## src/rtl/ahb_master_if.sv

```systemverilog
// Command/response and AHB-Lite bus bundle for ahb_master.
// The master modport is the bus master's view; slave is the command source and AHB slave side.
interface ahb_master_if;
    logic        cmd_valid;
    logic        cmd_ready;
    logic        cmd_write;
    logic [7:0]  cmd_addr;
    logic [1:0]  cmd_size;
    logic [31:0] cmd_wdata;
    logic        rsp_valid;
    logic [31:0] rsp_rdata;
    logic        rsp_error;
    logic        hsel;
    logic [7:0]  haddr;
    logic [1:0]  htrans;
    logic [1:0]  hsize;
    logic        hwrite;
    logic [2:0]  hburst;
    logic [31:0] hwdata;
    logic [31:0] hrdata;
    logic        hready;
    logic        hresp;

    modport master (
        input  cmd_valid, cmd_write, cmd_addr, cmd_size, cmd_wdata,
        output cmd_ready, rsp_valid, rsp_rdata, rsp_error,
        output hsel, haddr, htrans, hsize, hwrite, hburst, hwdata,
        input  hrdata, hready, hresp
    );

    modport slave (
        output cmd_valid, cmd_write, cmd_addr, cmd_size, cmd_wdata,
        input  cmd_ready, rsp_valid, rsp_rdata, rsp_error,
        input  hsel, haddr, htrans, hsize, hwrite, hburst, hwdata,
        output hrdata, hready, hresp
    );
endinterface

```

## src/rtl/ahb_master.sv

```systemverilog
// Single-transfer AHB-Lite master: one command in, one NONSEQ transfer out, one response pulse back.
// Illegal size/alignment combinations are answered with an error and never reach the bus.
module ahb_master (
    input  logic          clk,
    input  logic          n_rst,
    ahb_master_if.master  bus
);
    typedef enum logic [2:0] {IDLE, ADDR, DATA, ERR, RESP} state_t;

    state_t      state, state_nxt;
    logic        wr_q;
    logic [7:0]  addr_q;
    logic [1:0]  size_q;
    logic [31:0] wdata_q;
    logic [31:0] rdata_q;
    logic        err_q;

    logic        cmd_illegal;
    logic        load_cmd;
    logic        rsp_load;
    logic        rsp_err_nxt;
    logic [31:0] rsp_data_nxt;
    logic [31:0] lane_wdata;
    logic [31:0] lane_rdata;
    logic [31:0] rdata_shift;

    always_comb begin
        cmd_illegal = (bus.cmd_size == 2'b11)
                   || (bus.cmd_size == 2'b01 && bus.cmd_addr[0])
                   || (bus.cmd_size == 2'b10 && bus.cmd_addr[1:0] != 2'b00);
    end

    // Lane placement and extraction both key off the registered address and size.
    always_comb begin
        rdata_shift = bus.hrdata >> {addr_q[1:0], 3'b000};
        case (size_q)
            2'b00: begin
                lane_wdata = {24'd0, wdata_q[7:0]} << {addr_q[1:0], 3'b000};
                lane_rdata = {24'd0, rdata_shift[7:0]};
            end
            2'b01: begin
                lane_wdata = addr_q[1] ? {wdata_q[15:0], 16'd0} : {16'd0, wdata_q[15:0]};
                lane_rdata = addr_q[1] ? {16'd0, bus.hrdata[31:16]} : {16'd0, bus.hrdata[15:0]};
            end
            default: begin
                lane_wdata = wdata_q;
                lane_rdata = bus.hrdata;
            end
        endcase
    end

    always_ff @(posedge clk or negedge n_rst) begin
        if (!n_rst) begin
            state   <= IDLE;
            wr_q    <= 1'b0;
            addr_q  <= '0;
            size_q  <= '0;
            wdata_q <= '0;
            rdata_q <= '0;
            err_q   <= 1'b0;
        end else begin
            state <= state_nxt;
            if (load_cmd) begin
                wr_q    <= bus.cmd_write;
                addr_q  <= bus.cmd_addr;
                size_q  <= bus.cmd_size;
                wdata_q <= bus.cmd_wdata;
            end
            if (rsp_load) begin
                rdata_q <= rsp_data_nxt;
                err_q   <= rsp_err_nxt;
            end
        end
    end

    always_comb begin
        state_nxt    = state;
        load_cmd     = 1'b0;
        rsp_load     = 1'b0;
        rsp_err_nxt  = 1'b0;
        rsp_data_nxt = '0;
        case (state)
            IDLE: begin
                if (bus.cmd_valid) begin
                    if (cmd_illegal) begin
                        state_nxt   = RESP;
                        rsp_load    = 1'b1;
                        rsp_err_nxt = 1'b1;
                    end else begin
                        state_nxt = ADDR;
                        load_cmd  = 1'b1;
                    end
                end
            end
            ADDR: if (bus.hready) state_nxt = DATA;
            DATA: begin
                // hready with hresp is a protocol violation and is reported as an error.
                if (bus.hready) begin
                    state_nxt    = RESP;
                    rsp_load     = 1'b1;
                    rsp_err_nxt  = bus.hresp;
                    rsp_data_nxt = (bus.hresp || wr_q) ? '0 : lane_rdata;
                end else if (bus.hresp) begin
                    state_nxt = ERR;
                end
            end
            ERR: begin
                if (bus.hready) begin
                    state_nxt   = RESP;
                    rsp_load    = 1'b1;
                    rsp_err_nxt = 1'b1;
                end
            end
            RESP:    state_nxt = IDLE;
            default: state_nxt = IDLE;
        endcase
    end

    always_comb begin
        bus.cmd_ready = (state == IDLE);
        bus.rsp_valid = (state == RESP);
        bus.rsp_rdata = rdata_q;
        bus.rsp_error = err_q;
        bus.hsel      = (state == ADDR);
        bus.htrans    = (state == ADDR) ? 2'b10 : 2'b00;
        bus.hburst    = '0;
        bus.haddr     = '0;
        bus.hsize     = '0;
        bus.hwrite    = 1'b0;
        bus.hwdata    = '0;
        if (state == ADDR || state == DATA || state == ERR) begin
            bus.haddr  = addr_q;
            bus.hsize  = size_q;
            bus.hwrite = wr_q;
        end
        if ((state == DATA || state == ERR) && wr_q)
            bus.hwdata = lane_wdata;
    end
endmodule

```

## src/flat_wrapper.sv

```systemverilog
// flat-port wrapper written by rule: the top's interface ports become plain ports
module ahb_master_flat 
  (clk, n_rst, bus_cmd_valid, bus_cmd_write, bus_cmd_addr, bus_cmd_size, bus_cmd_wdata, bus_cmd_ready, bus_rsp_valid, bus_rsp_rdata, bus_rsp_error, bus_hsel, bus_haddr, bus_htrans, bus_hsize, bus_hwrite, bus_hburst, bus_hwdata, bus_hrdata, bus_hready, bus_hresp);
  ahb_master_if bus_i ();
  input  logic clk;
  input  logic n_rst;
  input wire logic [$bits(bus_i.cmd_valid)-1:0] bus_cmd_valid;
  input wire logic [$bits(bus_i.cmd_write)-1:0] bus_cmd_write;
  input wire logic [$bits(bus_i.cmd_addr)-1:0] bus_cmd_addr;
  input wire logic [$bits(bus_i.cmd_size)-1:0] bus_cmd_size;
  input wire logic [$bits(bus_i.cmd_wdata)-1:0] bus_cmd_wdata;
  output wire logic [$bits(bus_i.cmd_ready)-1:0] bus_cmd_ready;
  output wire logic [$bits(bus_i.rsp_valid)-1:0] bus_rsp_valid;
  output wire logic [$bits(bus_i.rsp_rdata)-1:0] bus_rsp_rdata;
  output wire logic [$bits(bus_i.rsp_error)-1:0] bus_rsp_error;
  output wire logic [$bits(bus_i.hsel)-1:0] bus_hsel;
  output wire logic [$bits(bus_i.haddr)-1:0] bus_haddr;
  output wire logic [$bits(bus_i.htrans)-1:0] bus_htrans;
  output wire logic [$bits(bus_i.hsize)-1:0] bus_hsize;
  output wire logic [$bits(bus_i.hwrite)-1:0] bus_hwrite;
  output wire logic [$bits(bus_i.hburst)-1:0] bus_hburst;
  output wire logic [$bits(bus_i.hwdata)-1:0] bus_hwdata;
  input wire logic [$bits(bus_i.hrdata)-1:0] bus_hrdata;
  input wire logic [$bits(bus_i.hready)-1:0] bus_hready;
  input wire logic [$bits(bus_i.hresp)-1:0] bus_hresp;
  assign bus_i.cmd_valid = bus_cmd_valid;
  assign bus_i.cmd_write = bus_cmd_write;
  assign bus_i.cmd_addr = bus_cmd_addr;
  assign bus_i.cmd_size = bus_cmd_size;
  assign bus_i.cmd_wdata = bus_cmd_wdata;
  assign bus_cmd_ready = bus_i.cmd_ready;
  assign bus_rsp_valid = bus_i.rsp_valid;
  assign bus_rsp_rdata = bus_i.rsp_rdata;
  assign bus_rsp_error = bus_i.rsp_error;
  assign bus_hsel = bus_i.hsel;
  assign bus_haddr = bus_i.haddr;
  assign bus_htrans = bus_i.htrans;
  assign bus_hsize = bus_i.hsize;
  assign bus_hwrite = bus_i.hwrite;
  assign bus_hburst = bus_i.hburst;
  assign bus_hwdata = bus_i.hwdata;
  assign bus_i.hrdata = bus_hrdata;
  assign bus_i.hready = bus_hready;
  assign bus_i.hresp = bus_hresp;
  ahb_master u_core (.clk(clk), .n_rst(n_rst), .bus(bus_i));
endmodule
```

## config.mk

```make
export PLATFORM = sky130hd
export DESIGN_NAME = ahb_master_flat
export DESIGN_NICKNAME = d
export VERILOG_FILES = /design/src/rtl/ahb_master_if.sv /design/src/rtl/ahb_master.sv /design/src/flat_wrapper.sv
export SDC_FILE = /design/constraint.sdc
export NUM_CORES = 1
export LEC_CHECK = 0
export BUFFER_PORTS_ARGS = -buffer_cell sky130_fd_sc_hd__buf_2
export CAP_MARGIN = 40
export CELL_PAD_IN_SITES_DETAIL_PLACEMENT = 1
export CELL_PAD_IN_SITES_GLOBAL_PLACEMENT = 1
export CORE_AREA = 3 3 110 112
export DETAILED_ROUTE_END_ITERATION = 16
export DIE_AREA = 0 0 113 115
export PLACE_DENSITY_LB_ADDON = 0.2
export RECOVER_POWER = 100
export SLEW_MARGIN = 20
export SYNTH_ARGS = -nofsm -noshare
export SYNTH_HDL_FRONTEND = slang
export SYNTH_SLANG_ARGS = --single-unit
```

## constraint.sdc

```tcl
create_clock -name clk -period 2.03 [get_ports clk]
set_input_delay 0.203 -clock clk [delete_from_list [all_inputs] [get_ports clk]]
set_output_delay 0.203 -clock clk [all_outputs]
set_load 0.02 [all_outputs]
```

==> report_table.html <==
<table>
<tr><th>Metric</th><th>Value</th></tr>
<tr><th colspan="2">Critical path</th></tr>
<tr><td>Register-to-register setup slack</td><td>0.16 ns</td></tr>
<tr><td>Worst R2R Start</td><td>u_core.state[1]</td></tr>
<tr><td>Critical path's slowest cell</td><td>sky130_fd_sc_hd__dfrtp_2</td></tr>
<tr><td>Data arrival time of the critical path</td><td>1.74 ns</td></tr>
<tr><td>Cells on worst reg2reg path</td><td>5</td></tr>
<tr><td>Cell chain of the critical path</td><td>clkbuf_16 &gt; nand3b_1 &gt; a21oi_1 &gt; a22oi_1 &gt; nor2_1 &gt; clkbuf_2</td></tr>
<tr><td>Startpoint-to-endpoint class of the critical path</td><td>register to output port</td></tr>
<tr><td>Startpoint types</td><td>register</td></tr>
<tr><td>Data required time at the worst endpoint</td><td>1.83 ns</td></tr>
<tr><td>Endpoint type of the worst setup path</td><td>output port</td></tr>
<tr><td>Peak fanout along the critical path</td><td>14</td></tr>
<tr><td>Worst reg2reg path endpoint</td><td>u_core.bus.rsp_rdata[0]</td></tr>
<tr><td>Largest stage delay on the critical path</td><td>0.46 ns</td></tr>
<tr><th colspan="2">Detailed routing</th></tr>
<tr><td>Total via count in the routed design</td><td>3676</td></tr>
<tr><td>Initial detailed-routing violation count</td><td>230</td></tr>
<tr><td>Post-detailed-route wirelength per cell</td><td>19.1 um</td></tr>
<tr><td>Remaining design rule violation count</td><td>0</td></tr>
<tr><td>Antenna-violating nets left</td><td>0</td></tr>
<tr><td>Avg Vias per Cell</td><td>5.35</td></tr>
<tr><td>Total iterations of the first detailed-routing run</td><td>5</td></tr>
<tr><td>Total wirelength of the detailed-routed design</td><td>13100 um</td></tr>
<tr><th colspan="2">Synth</th></tr>
<tr><td>Synthesized instance count</td><td>383</td></tr>
<tr><td>Part of the Yosys area used for sequential elements</td><td>48.0%</td></tr>
<tr><td>Combinational family with the most area after synthesis</td><td>compound AO/OA/AOI/OAI gates</td></tr>
<tr><td>Post-Synthesis Mean Instance Area</td><td>10.7 um^2</td></tr>
<tr><td>Share of synthesized cell area in and, or, nand and nor gates</td><td>17.1%</td></tr>
<tr><td>Number of distinct library cell variants in the gate-level netlist after synthesis</td><td>43</td></tr>
<tr><td>Compound-cell area share of the yosys netlist</td><td>17.5%</td></tr>
<tr><td>Register bit count reported by yosys</td><td>79</td></tr>
<tr><td>Count of synthesis-stage warnings from yosys</td><td>0</td></tr>
<tr><td>XOR/XNOR Fraction of Synth Area</td><td>0%</td></tr>
<tr><td>Multiplexer fraction of the synthesized cell area</td><td>11.8%</td></tr>
<tr><td>Post-synthesis share of cell area spent on full adders, half adders and majority gates</td><td>0%</td></tr>
<tr><td>Post-synthesis instance area</td><td>4120 um^2</td></tr>
<tr><th colspan="2">Timing</th></tr>
<tr><td>Hold Vio Cnt, Final</td><td>0</td></tr>
<tr><td>Total setup violations reported at the end of the flow</td><td>0</td></tr>
<tr><td>Maximum achievable frequency</td><td>514 MHz</td></tr>
<tr><td>Post-layout min period</td><td>1.94 ns</td></tr>
<tr><td>Slew margin rel.</td><td>34.3%</td></tr>
<tr><td>Final count of pins violating max slew</td><td>0</td></tr>
<tr><td>Worst-case clock skew</td><td>0.00662 ns</td></tr>
<tr><td>Fin crit share</td><td>95.8%</td></tr>
<tr><td>Worst hold margin</td><td>0.0795 ns</td></tr>
<tr><td>Worst slew pin tran</td><td>0.986 ns</td></tr>
<tr><th colspan="2">Die</th></tr>
<tr><td>Floorplan row count</td><td>39</td></tr>
<tr><td>Total die area</td><td>13000 um^2</td></tr>
<tr><td>Starting density of the core</td><td>36.4%</td></tr>
<tr><td>IO Pins</td><td>164</td></tr>
<tr><td>Core area</td><td>11300 um^2</td></tr>
<tr><td>Die height</td><td>115 um</td></tr>
<tr><td>Horizontal extent of the die</td><td>113 um</td></tr>
<tr><th colspan="2">Pwr</th></tr>
<tr><td>IR drop worst, VDD</td><td>0.775 mV</td></tr>
<tr><td>Post-layout power</td><td>7.95 mW</td></tr>
<tr><td>Leakage power figure</td><td>2.49 nW</td></tr>
<tr><td>PD cells</td><td>1470 nW/um^2</td></tr>
<tr><th colspan="2">Worst hold path</th></tr>
<tr><td>WHS Endpoint</td><td>u_core.wdata_q[16]</td></tr>
<tr><td>Min-Delay Startpoint</td><td>bus_cmd_wdata[16]</td></tr>
<tr><td>Worst hold path class</td><td>input port to register</td></tr>
<tr><td>Hold Path Cell Cnt</td><td>2</td></tr>
<tr><th colspan="2">Layout</th></tr>
<tr><td>Leading cell type in the layout, fill and taps excluded</td><td>sky130_fd_sc_hd__buf_2</td></tr>
<tr><td>Utilization of the core after routing</td><td>47.6%</td></tr>
<tr><td>Total area of multi-input combinational cells</td><td>1970 um^2</td></tr>
<tr><td>Post-layout net count</td><td>619</td></tr>
<tr><td>Syn-to-layout area delta</td><td>31.0%</td></tr>
<tr><td>Proportion of layout cells with a drive suffix above 1</td><td>32.5%</td></tr>
<tr><td>Layout fillers</td><td>1276</td></tr>
<tr><td>Diode insertion count for antenna repair</td><td>0</td></tr>
<tr><td>Register Area</td><td>1980 um^2</td></tr>
<tr><td>Commonest cells after routing, fill and taps aside</td><td>sky130_fd_sc_hd__buf_2, sky130_fd_sc_hd__dfrtp_1, sky130_fd_sc_hd__mux2_1, sky130_fd_sc_hd__clkbuf_1, sky130_fd_sc_hd__a22oi_1</td></tr>
<tr><th colspan="2">Job</th></tr>
<tr><td>Max-Cap Viols</td><td>0</td></tr>
<tr><th colspan="2">Global routing</th></tr>
<tr><td>Total GRT Usage</td><td>20.1%</td></tr>
<tr><td>Wire length of the first global-routing pass</td><td>20500 um</td></tr>
<tr><td>Antenna violations before repair</td><td>0</td></tr>
<tr><td>Pin count of the biggest net entering global routing</td><td>45</td></tr>
<tr><td>Vias in the first global route</td><td>3875</td></tr>
<tr><td>Global route total overflow</td><td>0</td></tr>
<tr><th colspan="2">Placement</th></tr>
<tr><td>HPWL reported at the end of detailed placement</td><td>9680 um</td></tr>
<tr><td>Final weighted congestion in routability-driven placement</td><td>0.815</td></tr>
<tr><td>Number of buffers added on ports</td><td>159</td></tr>
<tr><th colspan="2">Clocking</th></tr>
<tr><td>Clock transition at path regs</td><td>0.06 ns</td></tr>
<tr><td>TritonCTS clock tree</td><td>done</td></tr>
<tr><td>Deepest clock path buffer count</td><td>2</td></tr>
<tr><td>Clk Tree Root Cell</td><td>sky130_fd_sc_hd__clkbuf_16</td></tr>
<tr><td>Number of buffers created by CTS</td><td>9</td></tr>
<tr><td>CTS H-Tree Depth</td><td>3</td></tr>
<tr><td>Sinks on Clock Net</td><td>79</td></tr>
<tr><td>Latest clock arrival within the worst-skew pair</td><td>0.33 ns</td></tr>
<tr><th colspan="2">Run status</th></tr>
<tr><td>Outcome</td><td>complete, no violations</td></tr>
</table>
==> power by group <==
group,leakage [nW],internal [mW],switching [mW]
Clock,0.138,0.984,0.636
Sequential,1.00,2.15,0.476
Combinational,1.35,1.51,2.19
Total,2.49,4.64,3.30
==> worst max-delay path: cells and delay by family (launching register included) <==
family,cells,cell delay (ns)
flip-flops,1,0.46
buffers and inverters,2,0.37
AO/OA/AOI/OAI,2,0.33
AND/OR/NAND/NOR,2,0.25
==> worst max path at each step <==
stage | from | to | slack (ns) | depth (start not counted)
final | u_core.size_q[0] | bus_hwdata[12] | 0.09 | 6
after global routing | u_core.size_q[0] | bus_hwdata[27] | -0.005 | 6
after CTS | u_core.size_q[0] | bus_hwdata[7] | -0.002 | 6
after detailed placement | u_core.size_q[0] | bus_hwdata[7] | 0.1 | 6
after global placement | u_core.size_q[0] | bus_hwdata[7] | 0.21 | 6
after floorplan | u_core.state[1] | u_core.size_q[1] | 0.32 | 5
==> layer usage <==
layer / wire length (um) / global-route usage, % / vias up
met4: 130 / 5.77 / 0
met2: 6540 / 34.5 / 121
met1: 5620 / 25.5 / 1848
met3: 851 / 4.53 / 10
met5: 0 / 0 / -
li1: - / - / 1697
==> synth_stat cells, drive strengths merged <==
library cell	n	area [um^2]
a211o	1	8.76
a21o	7	52.6
a21oi	12	60.1
a221o	6	60.1
a22o	18	158
a22oi	32	240
a31oi	8	50.1
a32oi	1	16.3
and2	18	113
and3b	1	8.76
buf	20	160
clkbuf	14	52.6
conb	1	3.75
dfrtp	79	1980
inv	3	11.3
mux2	43	484
nand2	26	100
nand2b	4	32.5
nand3	13	77.6
nand3b	9	67.6
nand4b	1	8.76
nor2	34	151
nor2b	9	56.3
nor3	4	25.0
nor3b	1	7.51
nor4b	1	15.0
o21ai	8	40.0
o31ai	2	25.0
o32a	1	10.0
or3	5	31.3
or4	1	11.3
==> kinds of logic after synthesis <==
group / after synthesis
multiplexers: 43
AO/OA/AOI/OAI: 96
flip-flops: 79
AND/OR/NAND/NOR: 127
other: 1
buffers and inverters: 37
==> metrics by stage <==
step	std cells	worst slack [ns]	cell area (um^2)	TNS [ns]
finish	687	0.0858	5390	0
floorplan	386	0.319	4130	0
CTS	685	-0.00174	5370	-0.00174
detailed placement	668	0.0985	5050	0
global placement	668	0.208	5050	0
global route	687	-0.00469	5390	-0.00469
==> repair_timing <==
item / 4_1_cts / 5_1_grt
resized for setup: 4 / 20
buffers inserted: 0 / 1
gates cloned: 0 / 1
hold buffers: 1 / 0
setup endpoints to repair: 16 / 41
pin swaps: 0 / 2
endpoints found under the hold margin: 35 / 0
==> flip-flops by register name, indices dropped and copies added, names as in the netlist <==
register              cells
u_core.addr_q             8
u_core.wr_q               1
u_core.size_q             2
u_core.wdata_q           32
u_core.bus.rsp_error      1
u_core.state              3
u_core.bus.rsp_rdata     32
==> cell type report <==
type	instances	area share, %
clock buffer	11	4.50
clock inverter	5	1.07
inverter	3	0.209
multi-input combinational	270	36.5
sequential	79	36.7
tap	143	3.32
timing repair buffer	176	17.8
Note: power is estimated with default switching activity, not from simulation.
